## config.mk

```make
export PLATFORM = sky130hd
export DESIGN_NAME = uart_tx_arbiter
export DESIGN_NICKNAME = d
export VERILOG_FILES = /design/src/rtl/uart_tx_arbiter_pkg.sv /design/src/rtl/uart_tx_arbiter_rr_pick.sv /design/src/rtl/uart_tx_arbiter.sv
export SDC_FILE = /design/constraint.sdc
export NUM_CORES = 1
export LEC_CHECK = 0
export CAP_MARGIN = 20
export CELL_PAD_IN_SITES_DETAIL_PLACEMENT = 0
export CELL_PAD_IN_SITES_GLOBAL_PLACEMENT = 1
export CORE_MARGIN = 2
export CORE_UTILIZATION = 39
export DETAILED_ROUTE_END_ITERATION = 16
export PLACE_DENSITY_LB_ADDON = 0.1
export SETUP_SLACK_MARGIN = 0.3
export SYNTH_ARGS = -nofsm -noshare
export SYNTH_HDL_FRONTEND = slang
export SYNTH_HIERARCHICAL = 1
export SYNTH_SLANG_ARGS = --single-unit
```

## constraint.sdc

```tcl
create_clock -name clk -period 7.99 [get_ports clk]
set_input_delay 1.598 -clock clk [delete_from_list [all_inputs] [get_ports clk]]
set_output_delay 1.598 -clock clk [all_outputs]
set_load 0.01 [all_outputs]
```

## src/rtl/uart_tx_arbiter_pkg.sv

```systemverilog
// Shared FSM encoding and counter-width helper for the UART transmit arbiter.
package uart_tx_arbiter_pkg;

   typedef enum logic [2:0] {
      ST_IDLE    = 3'd0,
      ST_ARB     = 3'd1,
      ST_LOAD    = 3'd2,
      ST_START   = 3'd3,
      ST_WAIT_HI = 3'd4,
      ST_WAIT_LO = 3'd5,
      ST_GAP     = 3'd6
   } arb_state_e;

   // Ceiling log2 that never returns less than one bit.
   function automatic int log2_ceil_min1(input int value);
      int w;
      w = $clog2(value);
      return (w < 1) ? 1 : w;
   endfunction

endpackage

```

## src/rtl/uart_tx_arbiter_rr_pick.sv

```systemverilog
// Combinational round-robin select: first valid bit at or above ptr, wrapping.
module rr_priority_pick #(
   parameter int N     = 4,
   parameter int IDX_W = 2
) (
   input  logic [N-1:0]     valid,
   input  logic [IDX_W-1:0] ptr,
   output logic [N-1:0]     onehot,
   output logic [IDX_W-1:0] idx,
   output logic             any
);

   always_comb begin
      logic [IDX_W-1:0] cand;
      logic             take;
      onehot = '0;
      idx    = '0;
      any    = 1'b0;
      cand   = '0;
      take   = 1'b0;
      for (int k = 0; k < N; k++) begin
         cand         = IDX_W'((int'(ptr) + k) % N);
         take         = valid[cand] & ~any;
         onehot[cand] = onehot[cand] | take;
         idx          = take ? cand : idx;
         any          = any | take;
      end
   end

endmodule

```

## src/rtl/uart_tx_arbiter.sv

```systemverilog
// Shares one UART Tx between NUM_REQ byte streams, round-robin per packet,
// sequencing the start/busy handshake with an optional post-packet idle gap.
module uart_tx_arbiter
   import uart_tx_arbiter_pkg::*;
#(
   parameter int NUM_REQ      = 4,
   parameter int BITS         = 8,
   parameter int GAP_TICKS    = 0,
   parameter int BUSY_TIMEOUT = 16
) (
   input  logic                    clk,
   input  logic                    rst,
   input  logic [NUM_REQ-1:0]      req_valid,
   input  logic [NUM_REQ*BITS-1:0] req_data,
   input  logic [NUM_REQ-1:0]      req_last,
   output logic [NUM_REQ-1:0]      req_ready,
   output logic [BITS-1:0]         tx_data,
   output logic                    tx_start,
   input  logic                    tx_busy,
   input  logic                    baud_tick,
   output logic [NUM_REQ-1:0]      grant,
   output logic                    err_timeout
);

   localparam int PTR_W = log2_ceil_min1(NUM_REQ);
   localparam int TO_W  = log2_ceil_min1(BUSY_TIMEOUT + 1);
   localparam int GAP_W = log2_ceil_min1(GAP_TICKS + 1);

   localparam logic [PTR_W-1:0] LAST_IDX = PTR_W'(NUM_REQ - 1);
   localparam logic [TO_W-1:0]  TO_LAST  = TO_W'(BUSY_TIMEOUT - 1);
   localparam logic [GAP_W-1:0] GAP_LAST = GAP_W'(GAP_TICKS - 1);

   arb_state_e           state_r, state_s;
   logic [PTR_W-1:0]     ptr_r, ptr_s;
   logic [NUM_REQ-1:0]   grant_r, grant_s;
   logic [PTR_W-1:0]     gidx_r, gidx_s;
   logic [BITS-1:0]      tx_data_r, tx_data_s;
   logic                 last_r, last_s;
   logic [NUM_REQ-1:0]   req_ready_r, req_ready_s;
   logic                 tx_start_r, tx_start_s;
   logic                 err_r, err_s;
   logic [TO_W-1:0]      to_cnt_r, to_cnt_s;
   logic [GAP_W-1:0]     gap_cnt_r, gap_cnt_s;
   logic                 byte_done_s;

   logic [NUM_REQ-1:0]   pick_grant_s;
   logic [PTR_W-1:0]     pick_idx_s;
   logic                 pick_any_s;
   logic [BITS-1:0]      data_arr_s [NUM_REQ];

   for (genvar gi = 0; gi < NUM_REQ; gi++) begin : g_unpack
      assign data_arr_s[gi] = req_data[gi*BITS +: BITS];
   end

   rr_priority_pick #(
      .N     (NUM_REQ),
      .IDX_W (PTR_W)
   ) u_pick (
      .valid  (req_valid),
      .ptr    (ptr_r),
      .onehot (pick_grant_s),
      .idx    (pick_idx_s),
      .any    (pick_any_s)
   );

   // Next-state and next-output logic; the grant is held until the last byte completes.
   always_comb begin
      state_s     = state_r;
      ptr_s       = ptr_r;
      grant_s     = grant_r;
      gidx_s      = gidx_r;
      tx_data_s   = tx_data_r;
      last_s      = last_r;
      req_ready_s = '0;
      tx_start_s  = 1'b0;
      err_s       = err_r;
      to_cnt_s    = to_cnt_r;
      gap_cnt_s   = gap_cnt_r;
      byte_done_s = 1'b0;

      case (state_r)
         ST_IDLE: begin
            if ((|req_valid) && !tx_busy) state_s = ST_ARB;
            else                          state_s = ST_IDLE;
         end
         ST_ARB: begin
            if (pick_any_s) begin
               grant_s = pick_grant_s;
               gidx_s  = pick_idx_s;
               state_s = ST_LOAD;
            end else begin
               state_s = ST_IDLE;
            end
         end
         ST_LOAD: begin
            if (req_valid[gidx_r]) begin
               tx_data_s   = data_arr_s[gidx_r];
               last_s      = req_last[gidx_r];
               req_ready_s = grant_r;
               state_s     = ST_START;
            end else begin
               state_s = ST_LOAD;
            end
         end
         ST_START: begin
            tx_start_s = 1'b1;
            to_cnt_s   = '0;
            state_s    = ST_WAIT_HI;
         end
         ST_WAIT_HI: begin
            // A Tx that never acknowledges must not wedge the shared channel.
            if (tx_busy) begin
               state_s = ST_WAIT_LO;
            end else if (to_cnt_r == TO_LAST) begin
               err_s       = 1'b1;
               byte_done_s = 1'b1;
            end else begin
               to_cnt_s = to_cnt_r + 1'b1;
            end
         end
         ST_WAIT_LO: begin
            if (!tx_busy) byte_done_s = 1'b1;
            else          state_s     = ST_WAIT_LO;
         end
         ST_GAP: begin
            if (baud_tick) begin
               if (gap_cnt_r == GAP_LAST) state_s   = ST_IDLE;
               else                       gap_cnt_s = gap_cnt_r + 1'b1;
            end else begin
               state_s = ST_GAP;
            end
         end
         default: begin
            state_s = ST_IDLE;
            grant_s = '0;
         end
      endcase

      // The finishing requester drops to lowest priority for the next round.
      if (byte_done_s && last_r) begin
         grant_s   = '0;
         ptr_s     = (gidx_r == LAST_IDX) ? '0 : gidx_r + 1'b1;
         gap_cnt_s = '0;
         state_s   = (GAP_TICKS == 0) ? ST_IDLE : ST_GAP;
      end else if (byte_done_s) begin
         state_s = ST_LOAD;
      end else begin
         ptr_s = ptr_r;
      end
   end

   // State and output registers.
   always_ff @(posedge clk) begin
      if (rst) begin
         state_r     <= ST_IDLE;
         ptr_r       <= '0;
         grant_r     <= '0;
         gidx_r      <= '0;
         tx_data_r   <= '0;
         last_r      <= 1'b0;
         req_ready_r <= '0;
         tx_start_r  <= 1'b0;
         err_r       <= 1'b0;
         to_cnt_r    <= '0;
         gap_cnt_r   <= '0;
      end else begin
         state_r     <= state_s;
         ptr_r       <= ptr_s;
         grant_r     <= grant_s;
         gidx_r      <= gidx_s;
         tx_data_r   <= tx_data_s;
         last_r      <= last_s;
         req_ready_r <= req_ready_s;
         tx_start_r  <= tx_start_s;
         err_r       <= err_s;
         to_cnt_r    <= to_cnt_s;
         gap_cnt_r   <= gap_cnt_s;
      end
   end

   assign req_ready   = req_ready_r;
   assign tx_data     = tx_data_r;
   assign tx_start    = tx_start_r;
   assign grant       = grant_r;
   assign err_timeout = err_r;

endmodule

```

==> run_summary.xml <==
<?xml version="1.0" encoding="UTF-8"?>
<metrics>
  <group name="status">
    <metric name="status" unit="">completed</metric>
  </group>
  <group name="yosys">
    <metric name="yosys.area_share.xor_xnor" unit="%">0</metric>
    <metric name="synth-warning-count" unit="">6</metric>
    <metric name="main_combinational_cell_family_by_area_after_synthesis" unit="">multiplexers</metric>
    <metric name="synth_async_sr_flop_share" unit="%">0</metric>
    <metric name="ys_seq_elements" unit="">32</metric>
    <metric name="syn_area_per_cell" unit="µm²">9.08</metric>
    <metric name="synth_ff_type" unit="">sky130_fd_sc_hd__dfxtp_1</metric>
    <metric name="share_of_synthesized_area_spent_on_multiplexers" unit="%">23.0</metric>
    <metric name="netlist_area" unit="µm²">2280</metric>
    <metric name="post_synth_and_or_nand_nor_area_fraction" unit="%">20.5</metric>
    <metric name="synth_cell_type_count" unit="">44</metric>
    <metric name="postSynthCellCount" unit="">251</metric>
    <metric name="synth-adder-area-share" unit="%">3.84</metric>
    <metric name="syn_nets" unit="">302</metric>
    <metric name="synth_compound_gate_area_share" unit="%">19.4</metric>
    <metric name="synth-edff-count" unit="">0</metric>
    <metric name="share_of_the_yosys_chip_area_belonging_to_registers" unit="%">28.1</metric>
  </group>
  <group name="floorplanning">
    <metric name="core_area" unit="µm²">5570</metric>
    <metric name="chipWidth" unit="µm">80.4</metric>
    <metric name="core.rowCount" unit="">27</metric>
    <metric name="initial_core_util" unit="%">40.9</metric>
    <metric name="die_area" unit="µm²">6470</metric>
    <metric name="die_height" unit="µm">80.4</metric>
    <metric name="ios" unit="">62</metric>
  </group>
  <group name="power">
    <metric name="vdd_ir_drop_max" unit="mV">0.0710</metric>
    <metric name="power_density_over_cell_area" unit="nW/µm²">119</metric>
    <metric name="report.power.total" unit="W">0.000356</metric>
    <metric name="netSwitchingFraction" unit="%">25.2</metric>
    <metric name="cellLeakagePower" unit="nW">1.09</metric>
    <metric name="clkPwrFrac" unit="%">32.2</metric>
    <metric name="share_seq_of_total_power" unit="%">48.2</metric>
    <metric name="p_switching" unit="W">0.0000895</metric>
    <metric name="cell_internal_pwr" unit="W">0.000266</metric>
    <metric name="pwr-share-comb" unit="%">19.6</metric>
  </group>
  <group name="drt">
    <metric name="drtPass1Iterations" unit="">4</metric>
    <metric name="route.detailed.wl_per_inst" unit="µm">15.1</metric>
    <metric name="drc_errors" unit="">0</metric>
    <metric name="first_iter_violations" unit="">76</metric>
    <metric name="route.final.wire_length" unit="µm">5650</metric>
    <metric name="vias" unit="">2134</metric>
    <metric name="antenna_violating_nets_post_route" unit="">0</metric>
    <metric name="detail_route.vias_per_cell" unit="">5.69</metric>
  </group>
  <group name="hold_path">
    <metric name="number_of_stages_on_the_worst_hold_path" unit="">2</metric>
    <metric name="hold_path_startpoint" unit="">err_timeout</metric>
    <metric name="min_to" unit="">err_timeout</metric>
    <metric name="hold_path.class" unit="">flop to flop</metric>
  </group>
  <group name="worst_setup_path">
    <metric name="worst_path_required" unit="ns">8.16</metric>
    <metric name="critPathCaptureType" unit="">flop</metric>
    <metric name="critical_path.max_fanout" unit="">14</metric>
    <metric name="r2r_setup_slack" unit="ns">4.34</metric>
    <metric name="path_depth" unit="">9</metric>
    <metric name="critical_path.slowest_cell" unit="">sky130_fd_sc_hd__mux4_2</metric>
    <metric name="max_stage_delay" unit="ns">0.66</metric>
    <metric name="reg2regPathDepth" unit="">11</metric>
    <metric name="path_cells" unit="">clkdlybuf4s50_1 &gt; mux4_2 &gt; mux2_4 &gt; a2111oi_2 &gt; nor3b_1 &gt; o32ai_2 &gt; a31oi_1 &gt; a22oi_1 &gt; nor2_1</metric>
    <metric name="critical_path.reg2reg.endpoint" unit="">grant[2]</metric>
    <metric name="cp_class" unit="">primary input to flop</metric>
    <metric name="critical_path.startpoint_type" unit="">primary input</metric>
    <metric name="critical_path_arrival" unit="ns">4.40</metric>
    <metric name="reg2reg_from" unit="">ptr_r[0]</metric>
    <metric name="critical-path-top-delay-family" unit="">multiplexers</metric>
    <metric name="path_buf_inv" unit="">1</metric>
  </group>
  <group name="layout">
    <metric name="syn_to_final_growth" unit="%">31.2</metric>
    <metric name="final_design_area_no_fill" unit="µm²">2990</metric>
    <metric name="drive_above_1_share" unit="%">9.90</metric>
    <metric name="area.sequential" unit="µm²">641</metric>
    <metric name="multiInputGateArea" unit="µm²">1520</metric>
    <metric name="layout_commonest_cell" unit="">sky130_fd_sc_hd__clkdlybuf4s50_1</metric>
    <metric name="design.final.nets" unit="">354</metric>
    <metric name="layout.cells.most_common_list" unit="">sky130_fd_sc_hd__clkdlybuf4s50_1 (61), sky130_fd_sc_hd__nor2_1 (33), sky130_fd_sc_hd__dfxtp_1 (32)</metric>
    <metric name="num-fill-cells" unit="">545</metric>
    <metric name="antennaDiodeCount" unit="">0</metric>
  </group>
  <group name="place">
    <metric name="placement.cell_area" unit="µm²">2910</metric>
    <metric name="portBuffers" unit="">61</metric>
    <metric name="dpl_worst_slack" unit="ns">3.51</metric>
    <metric name="place_congestion" unit="">0.878</metric>
    <metric name="place.detailed.hpwl" unit="µm">4140</metric>
  </group>
  <group name="cts">
    <metric name="cts.repair_timing.setup_buffer_count" unit="">0</metric>
    <metric name="ctsResizeCount" unit="">0</metric>
    <metric name="htree_levels" unit="">2</metric>
    <metric name="clock_latency" unit="ns">0.28</metric>
    <metric name="clock-sinks" unit="">32</metric>
    <metric name="clkSlewWorstSetupHoldPaths" unit="ns">0.06</metric>
    <metric name="ctsRootBufferMaster" unit="">sky130_fd_sc_hd__clkbuf_8</metric>
    <metric name="clock_tree_from_tritoncts" unit="">built</metric>
    <metric name="cts_max_path_buffers" unit="">2</metric>
    <metric name="cts-buffers-inserted" unit="">5</metric>
    <metric name="hold_buffers" unit="">0</metric>
  </group>
  <group name="grt">
    <metric name="grt_pass1_vias" unit="">1924</metric>
    <metric name="largest_net_degree_at_the_start_of_global_routing" unit="">27</metric>
    <metric name="grt_first_pass_wirelength" unit="µm">9320</metric>
    <metric name="grt_util_all_layers" unit="%">18.1</metric>
    <metric name="antenna_violations_before_repair" unit="">0</metric>
    <metric name="global_route_congestion_overflow_total" unit="">0</metric>
  </group>
  <group name="sta">
    <metric name="finalHoldViolCount" unit="">0</metric>
    <metric name="finClkSkew" unit="ns">0.00470</metric>
    <metric name="number_of_endpoints_failing_setup_at_the_final_stage" unit="">0</metric>
    <metric name="final-max-slew-violation-count" unit="">0</metric>
    <metric name="period_share" unit="%">53.0</metric>
    <metric name="fin_ws" unit="ns">3.76</metric>
    <metric name="fmaxAchievable" unit="GHz">0.236</metric>
    <metric name="final.setup.tns" unit="ns">0</metric>
    <metric name="min_period" unit="ns">4.23</metric>
    <metric name="worst_slew_pin_slew" unit="ns">0.847</metric>
    <metric name="rsz0062_at_grt" unit="">false</metric>
    <metric name="slew_headroom" unit="%">43.3</metric>
    <metric name="worst_hold_slack_across_all_endpoints" unit="ns">0.480</metric>
  </group>
  <group name="flow_run">
    <metric name="maxCapViolations" unit="">0</metric>
  </group>
</metrics>
[registers in the layout, summed over array words and instances (netlist names)]
signal / count
gidx_r: 2
state_r: 3
err_timeout: 1
tx_start: 1
gap_cnt_r: 1
to_cnt_r: 5
req_ready: 4
tx_data: 8
ptr_r: 2
last_r: 1
grant: 4
[per-layer routing]
metal | up-vias | GRT usage [%] | share of wire (%)
met4 | 0 | 4.75 | 1.2
li1 | 1045 | - | -
met1 | 1006 | 26.5 | 47
met5 | - | 0 | 0
met2 | 77 | 26.8 | 47
met3 | 6 | 3.82 | 5.3
[cell usage after synthesis, drive strengths merged (2+ instances only)]
cell type | number | area [µm²]
a2111oi | 3 | 45.0
a211o | 3 | 26.3
a211oi | 2 | 15.0
a21oi | 15 | 75.1
a22oi | 6 | 45.0
a31oi | 5 | 31.3
and2 | 7 | 43.8
and3 | 5 | 31.3
buf | 5 | 30.0
clkbuf | 12 | 45.0
dfxtp | 32 | 641
ha | 7 | 87.6
inv | 11 | 41.3
mux2i | 17 | 170
mux4 | 15 | 338
nand2 | 11 | 41.3
nand2b | 4 | 32.5
nand3 | 5 | 25.0
nand3b | 3 | 22.5
nor2 | 33 | 124
nor2b | 6 | 37.5
nor3 | 5 | 25.0
nor3b | 3 | 22.5
nor4b | 3 | 26.3
o211ai | 3 | 22.5
o21ai | 11 | 55.1
o31ai | 2 | 15.0
o41ai | 4 | 35.0
[layout make-up]
type | count | share of cell area [%]
clock inverter | 1 | 0.167
timing repair buffer | 62 | 20.7
sequential | 32 | 21.4
clock buffer | 6 | 2.43
multi-input combinational | 191 | 50.9
inverter | 11 | 1.38
tap | 72 | 3.01
[worst reg2reg max path: stages (launching register included)]
cell                        delay, ns
sky130_fd_sc_hd__dfxtp_1         0.31
sky130_fd_sc_hd__buf_4           0.30
sky130_fd_sc_hd__inv_1           0.22
sky130_fd_sc_hd__ha_1            0.62
sky130_fd_sc_hd__mux4_2          0.56
sky130_fd_sc_hd__mux2_4          0.33
sky130_fd_sc_hd__a2111oi_2       0.46
sky130_fd_sc_hd__nor3b_1         0.12
sky130_fd_sc_hd__o32ai_2         0.22
sky130_fd_sc_hd__a31oi_1         0.15
sky130_fd_sc_hd__a22oi_1         0.20
sky130_fd_sc_hd__nor2_1          0.05
[through the flow]
stage                     std cells  utilization [%]
after floorplan                 251                -
after global placement          368             52.2
after detailed placement        368             52.2
after CTS                       375             53.6
after global routing            375             53.6
final                           375             53.6
[kinds of logic (layout without fill, tap and decap cells)]
kind of cell / Yosys count / after routing
fa+ha+maj: 7 / 7
buf+inv: 28 / 80
flops: 32 / 32
mux: 33 / 33
compound gates: 61 / 61
simple gates: 90 / 90
[power groups by stage]
| stage | registers [W] | logic (W) | clock network [W] |
|---|---|---|---|
| 2_1_floorplan | 0.000172 | 0.0000393 | 0 |
| 3_3_place_gp | 0.000175 | 0.0000690 | 0 |
| 3_5_place_dp | 0.000175 | 0.0000697 | 0 |
| 4_1_cts | 0.000172 | 0.0000700 | 0.000118 |
| 5_1_grt | 0.000173 | 0.0000761 | 0.000127 |
| 6_report | 0.000172 | 0.0000697 | 0.000114 |
[how the worst max path moves through the flow]
| stage | start | endpoint |
|---|---|---|
| floorplan | req_valid[3] | grant[3] |
| global placement | req_valid[3] | grant[1] |
| detailed placement | req_valid[0] | grant[2] |
| CTS | req_valid[0] | grant[2] |
| global route | req_valid[3] | grant[1] |
| finish | req_valid[0] | grant[2] |
No activity file was read; power rests on OpenSTA's default activity.
